[src/rtl/pipe_hazard_ctrl_pkg.sv]
// Shared encodings and helpers for the 4-register MIPS pipeline controller.
// Forwarding-source and redirect-target codes live here so stage logic agrees.
package pipe_pkg;

   localparam logic [1:0] FWD_RF  = 2'd0;
   localparam logic [1:0] FWD_EX  = 2'd1;
   localparam logic [1:0] FWD_MEM = 2'd2;
   localparam logic [1:0] FWD_WB  = 2'd3;

   localparam logic REDIR_EXC = 1'b0;
   localparam logic REDIR_EPC = 1'b1;

   localparam int STAGE_ID  = 1;
   localparam int STAGE_EX  = 2;
   localparam int STAGE_MEM = 3;
   localparam int STAGE_WB  = 4;

   function automatic logic stage_match(input logic       valid,
                                        input logic       reg_we,
                                        input logic [4:0] dest,
                                        input logic [4:0] src);
      stage_match = valid & reg_we & (dest != 5'd0) & (dest == src);
   endfunction

   // A load in EX cannot supply data yet, so its match is ignored here.
   function automatic logic [1:0] fwd_pick(input logic ex_hit,
                                           input logic ex_load,
                                           input logic mem_hit,
                                           input logic wb_hit);
      if (ex_hit & ~ex_load) begin
         fwd_pick = FWD_EX;
      end else if (mem_hit) begin
         fwd_pick = FWD_MEM;
      end else if (wb_hit) begin
         fwd_pick = FWD_WB;
      end else begin
         fwd_pick = FWD_RF;
      end
   endfunction

endpackage

[src/rtl/pipe_hazard_ctrl_div_seq.sv]
// Divider occupancy sequencer: launches a divide held in EX and counts it down.
// A finished divide parks at count 1 until MEM can accept it.
module div_seq #(
   parameter int DIV_CYCLES = 33
) (
   input  logic clk,
   input  logic reset,
   input  logic ex_valid,
   input  logic ex_div_op,
   input  logic flush,
   input  logic pipe3_allow_in,
   output logic div_start,
   output logic div_busy,
   output logic div_last
);
   import pipe_pkg::*;

   localparam int               CNT_W    = $clog2(DIV_CYCLES);
   localparam logic [CNT_W-1:0] CNT_ZERO = {CNT_W{1'b0}};
   localparam logic [CNT_W-1:0] CNT_ONE  = CNT_W'(1);
   localparam logic [CNT_W-1:0] CNT_LOAD = CNT_W'(DIV_CYCLES - 1);

   logic [CNT_W-1:0] cnt_r;
   logic             start_s;

   // launch decode: only from idle, never on a flush cycle
   always_comb begin
      start_s = ex_valid & ex_div_op & (cnt_r == CNT_ZERO) & ~flush;
   end

   // countdown with hold-at-one while MEM is stalled
   always_ff @(posedge clk) begin
      if (reset) begin
         cnt_r <= CNT_ZERO;
      end else if (flush) begin
         cnt_r <= CNT_ZERO;
      end else if (start_s) begin
         cnt_r <= CNT_LOAD;
      end else if (cnt_r > CNT_ONE) begin
         cnt_r <= cnt_r - CNT_ONE;
      end else if ((cnt_r == CNT_ONE) && pipe3_allow_in) begin
         cnt_r <= CNT_ZERO;
      end else begin
         cnt_r <= cnt_r;
      end
   end

   assign div_start = start_s;
   assign div_busy  = (cnt_r != CNT_ZERO) | start_s;
   assign div_last  = (cnt_r == CNT_ONE);

endmodule

[src/rtl/pipe_hazard_ctrl.sv]
// Central hazard controller: allow chain, valid gating, load-use stall,
// forwarding select, WB-commit flush/redirect and divider sequencing.
module pipe_hazard_ctrl #(
   parameter int DIV_CYCLES = 33
) (
   input  logic       clk,
   input  logic       reset,
   input  logic       id_valid,
   input  logic [4:0] id_rs,
   input  logic [4:0] id_rt,
   input  logic       id_rs_use,
   input  logic       id_rt_use,
   input  logic       ex_valid,
   input  logic [4:0] ex_dest,
   input  logic       ex_reg_we,
   input  logic       ex_load_op,
   input  logic       ex_div_op,
   input  logic       mem_valid,
   input  logic [4:0] mem_dest,
   input  logic       mem_reg_we,
   input  logic       mem_ready,
   input  logic       wb_valid,
   input  logic [4:0] wb_dest,
   input  logic       wb_reg_we,
   input  logic       wb_exc,
   input  logic       wb_eret,
   output logic       pipe1_allow_in,
   output logic       pipe2_allow_in,
   output logic       pipe3_allow_in,
   output logic       pipe4_allow_in,
   output logic       pipe1_valid_out,
   output logic       pipe2_valid_out,
   output logic       pipe3_valid_out,
   output logic       flush,
   output logic       redirect_valid,
   output logic       redirect_sel,
   output logic       div_start,
   output logic       div_busy,
   output logic [1:0] fwd_rs_sel,
   output logic [1:0] fwd_rt_sel
);
   import pipe_pkg::*;

   logic flush_s;
   logic load_use_s;
   logic ex_ready_s;
   logic raw3_s;
   logic raw2_s;
   logic raw1_s;
   logic div_last_s;
   logic redir_valid_r;
   logic redir_sel_r;

   // hazard terms and allow chain; a flush opens every stage to bubbles
   always_comb begin
      flush_s    = wb_valid & (wb_exc | wb_eret);
      load_use_s = ex_valid & ex_load_op & ex_reg_we & (ex_dest != 5'd0) &
                   ((id_rs_use & (id_rs == ex_dest)) | (id_rt_use & (id_rt == ex_dest)));
      ex_ready_s = ~ex_div_op | div_last_s;
      raw3_s     = ~mem_valid | mem_ready;
      raw2_s     = ~ex_valid | (ex_ready_s & raw3_s);
      raw1_s     = ~id_valid | (~load_use_s & raw2_s);
   end

   assign flush           = flush_s;
   assign pipe4_allow_in  = 1'b1;
   assign pipe3_allow_in  = raw3_s | flush_s;
   assign pipe2_allow_in  = raw2_s | flush_s;
   assign pipe1_allow_in  = raw1_s | flush_s;
   assign pipe1_valid_out = id_valid & ~load_use_s & ~flush_s;
   assign pipe2_valid_out = ex_valid & ex_ready_s & ~flush_s;
   assign pipe3_valid_out = mem_valid & mem_ready & ~flush_s;

   // forwarding select, EX over MEM over WB
   always_comb begin
      fwd_rs_sel = fwd_pick(stage_match(ex_valid, ex_reg_we, ex_dest, id_rs), ex_load_op,
                            stage_match(mem_valid, mem_reg_we, mem_dest, id_rs),
                            stage_match(wb_valid, wb_reg_we, wb_dest, id_rs));
      fwd_rt_sel = fwd_pick(stage_match(ex_valid, ex_reg_we, ex_dest, id_rt), ex_load_op,
                            stage_match(mem_valid, mem_reg_we, mem_dest, id_rt),
                            stage_match(wb_valid, wb_reg_we, wb_dest, id_rt));
   end

   // one-cycle redirect after a flush; exception wins over eret
   always_ff @(posedge clk) begin
      if (reset) begin
         redir_valid_r <= 1'b0;
         redir_sel_r   <= REDIR_EXC;
      end else if (flush_s) begin
         redir_valid_r <= 1'b1;
         redir_sel_r   <= (wb_eret & ~wb_exc) ? REDIR_EPC : REDIR_EXC;
      end else begin
         redir_valid_r <= 1'b0;
         redir_sel_r   <= redir_sel_r;
      end
   end

   assign redirect_valid = redir_valid_r;
   assign redirect_sel   = redir_sel_r;

   div_seq #(
      .DIV_CYCLES (DIV_CYCLES)
   ) u_div_seq (
      .clk            (clk),
      .reset          (reset),
      .ex_valid       (ex_valid),
      .ex_div_op      (ex_div_op),
      .flush          (flush_s),
      .pipe3_allow_in (pipe3_allow_in),
      .div_start      (div_start),
      .div_busy       (div_busy),
      .div_last       (div_last_s)
   );

endmodule

[config.mk]
export PLATFORM = sky130hd
export DESIGN_NAME = pipe_hazard_ctrl
export DESIGN_NICKNAME = d
export VERILOG_FILES = /design/src/rtl/pipe_hazard_ctrl_pkg.sv /design/src/rtl/pipe_hazard_ctrl_div_seq.sv /design/src/rtl/pipe_hazard_ctrl.sv
export SDC_FILE = /design/constraint.sdc
export NUM_CORES = 1
export LEC_CHECK = 0
export ABC_AREA = 1
export CORE_ASPECT_RATIO = 1.25
export CORE_MARGIN = 1.5
export CORE_UTILIZATION = 25
export CTS_BUF_LIST = sky130_fd_sc_hd__clkbuf_8
export DETAILED_ROUTE_END_ITERATION = 10
export GPL_ROUTABILITY_DRIVEN = 0
export PLACE_DENSITY = 0.55
export SLEW_MARGIN = 25
export SYNTH_ARGS = -nofsm -noshare
export SYNTH_HDL_FRONTEND = slang
export SYNTH_SLANG_ARGS = --single-unit
[constraint.sdc]
create_clock -name clk -period 4.4 [get_ports clk]
set_clock_uncertainty 0.1 [all_clocks]
set_input_delay 1.1 -clock clk [delete_from_list [all_inputs] [get_ports clk]]
set_output_delay 1.1 -clock clk [all_outputs]
set_load 0.05 [all_outputs]
==> impl_metrics.json <==
{
  "status": "finished clean",
  "rows": 26,
  "grt_use_total_pct": 15.1,
  "cp.required_ns": 3.20,
  "die_y_um": 76.3,
  "via_count": 1254,
  "powerDensity_nw_per_um2": 320,
  "netlist_area_um2": 1070,
  "drtAntennaViolNets": 0,
  "num_antenna_cells": 0,
  "drive_above_1_share_pct": 9.92,
  "dpl.hpwl_um": 2830,
  "seq_area_frac_synth_pct": 14.9,
  "final_nets": 287,
  "max-vdd-ir-drop_mv": 0.233,
  "cts_max_path_buffers": 2,
  "relSlewSlack_pct": 66.6,
  "drv_cap": 0,
  "cts-buffers-inserted": 3,
  "grt-ovfl-total": 0,
  "max_stage_delay_ns": 0.86,
  "globalRoute.busiestLayer": "met2",
  "clk_pin_slew_worst_paths_ns": 0.05,
  "htree_levels": 1,
  "syn-instance-count": 185,
  "final_cell_mix": "nand2_1 (50), clkdlybuf4s50_1 (45), inv_1 (27), nor2_1 (25)",
  "fp.dieW_um": 61.6,
  "io_buffers": 55,
  "wl_per_cell_um": 11.2,
  "fillers": 464,
  "finalSetupViolCount": 0,
  "async_reset_ff_share_pct": 0,
  "synth_edf_count": 0,
  "layout_commonest_cell": "nand2_1",
  "io_pins": 57,
  "p_leak_uw": 0.000821,
  "hold_path_class": "register to register",
  "drc": 0,
  "areaGrowthSynthToFinish_pct": 59.7,
  "regToRegSetupSlack_ns": 2.81,
  "synth_fp_nets": 228,
  "cp_cell_sequence": "clkdlybuf4s50_1, o21a_1, clkdlybuf4s50_1",
  "wl_um": 3320,
  "finalHoldViolations": 0,
  "crit_buf_inv": 2,
  "hold_buffers": 0,
  "syn_area_per_cell_um2": 5.81,
  "criticalPathCategory": "primary input to primary output",
  "use_met1_pct": 16.1,
  "period_share_pct": 90.2,
  "ys_ff_latch": 8,
  "clkLatencyLatePin_ns": 0.23,
  "tns_ns": 0,
  "rsz0062_at_grt": "no",
  "grt_first_pass_wirelength_um": 5510,
  "die_area_um2": 4700,
  "cp_slowest_cell": "clkdlybuf4s50_1",
  "holdWs_ns": 0.372,
  "finalCriticalPeriod_ns": 3.97,
  "initial_utilization_pct": 26.2,
  "antenna_found_initial": 0,
  "grt_pass1_vias": 1283,
  "coreArea_um2": 4100,
  "timing.fmax_ghz": 0.252,
  "grtUsageMet2_pct": 28.8,
  "start_kind": "primary input",
  "critPathTopFamily": "buffers and inverters",
  "synth-main-ff-cell": "dfxtp_1",
  "crit_path_end_kind": "primary output",
  "cts_tree": "yes",
  "cts_resized": 0,
  "met3_usage_pct": 1.02,
  "maxSlewViolCount": 0,
  "cp.arrival_ns": 2.77,
  "worst_pin_slew_ns": 0.499,
  "synth.distinct_cells": 27,
  "cts_setup_buffers": 0,
  "grt_max_degree": 7,
  "crit_fanout": 6,
  "cts_sinks": 8,
  "firstDrtPassIters": 4,
  "first_iter_violations": 89,
  "path_common_cell": "clkdlybuf4s50_1",
  "via_per_inst": 4.21,
  "cts-root-buf": "clkbuf_8",
  "ys_warn_count": 0
}
==> kinds of logic after synthesis <==
| logic type | after synthesis | share of synthesized area [%] |
|---|---|---|
| buffers and inverters | 29 | 10.5 |
| adders and majority gates | 2 | 2.33 |
| AOI/OAI and AO/OA | 8 | 4.77 |
| and+or+nand+nor | 113 | 47.6 |
| DFF | 8 | 14.9 |
| other | 1 | 0.349 |
| xor gates and xnor gates | 24 | 19.6 |
==> power by group <==
part / switching [µW] / leakage, µW / internal, µW / total [µW]
Sequential: 12.0 / 0.0000655 / 88.6 / 101
Combinational: 217 / 0.000734 / 139 / 356
Clock: 32.8 / 0.0000216 / 59.6 / 92.4
Total: 262 / 0.000821 / 287 / 549
==> synth_stat cells (3+ instances only) <==
cell type	number	area share, %
nand2_1	50	17
nand3_1	14	6.5
nor2_2	3	1.7
xnor2_1	10	8.1
nand2_2	3	1.7
xor2_1	14	11
inv_1	27	9.4
nand4_1	7	4.1
a21oi_1	4	1.9
dfxtp_1	8	15
nor2_1	25	8.7
==> flip-flops by register name, indices dropped and copies added, names as in the netlist <==
register	flops
redirect_valid	1
u_div_seq.cnt_r	6
redirect_sel	1
==> per-layer routing <==
layer	part of all wire [%]	vias to the layer above
li1	-	684
met1	41	514
met2	51	49
met3	6.0	7
met4	1.9	0
met5	0	-
==> metrics by stage <==
stage | cell area (µm²) | worst slack (ns) | total power, µW | util [%] | instances
after floorplan | 1070 | 0.348 | 347 | - | 185
after global placement | 1680 | 0.436 | 458 | 40.9 | 295
after detailed placement | 1680 | 0.425 | 459 | 40.9 | 295
after CTS | 1720 | 0.417 | 552 | 41.9 | 298
after global routing | 1720 | 0.366 | 597 | 41.9 | 298
final | 1720 | 0.431 | 549 | 41.9 | 298
==> path summary, 6_finish.rpt <==
path / startpoint / endpoint / depth (start not counted)
max reg2reg: u_div_seq.cnt_r[0]$_SDFFE_PP0P_ / u_div_seq.cnt_r[1]$_SDFFE_PP0P_ / 8
min: redirect_sel$_SDFFE_PP0P_ / redirect_sel$_SDFFE_PP0P_ / 2
min reg2reg: redirect_sel$_SDFFE_PP0P_ / redirect_sel$_SDFFE_PP0P_ / 2
max: wb_valid / flush / 3
==> worst register-to-register path, cell delays in order, from the launching register on <==
cell,delay (ns)
dfxtp_1,0.38
inv_1,0.08
ha_1,0.24
nand2_2,0.10
nor2_2,0.06
nor2_4,0.16
inv_2,0.06
or2_0,0.22
a21oi_2,0.14
==> final cells by class <==
type,count,area (µm²),share of cell area (%)
multi-input cells,148,802,46.7
clock buffers,3,41.3,2.41
flip-flops and latches,8,160,9.33
repair buffers,55,538,31.3
inverters,28,105,6.12
well taps,56,70.1,4.08
Power figures use the tool's default switching activity.
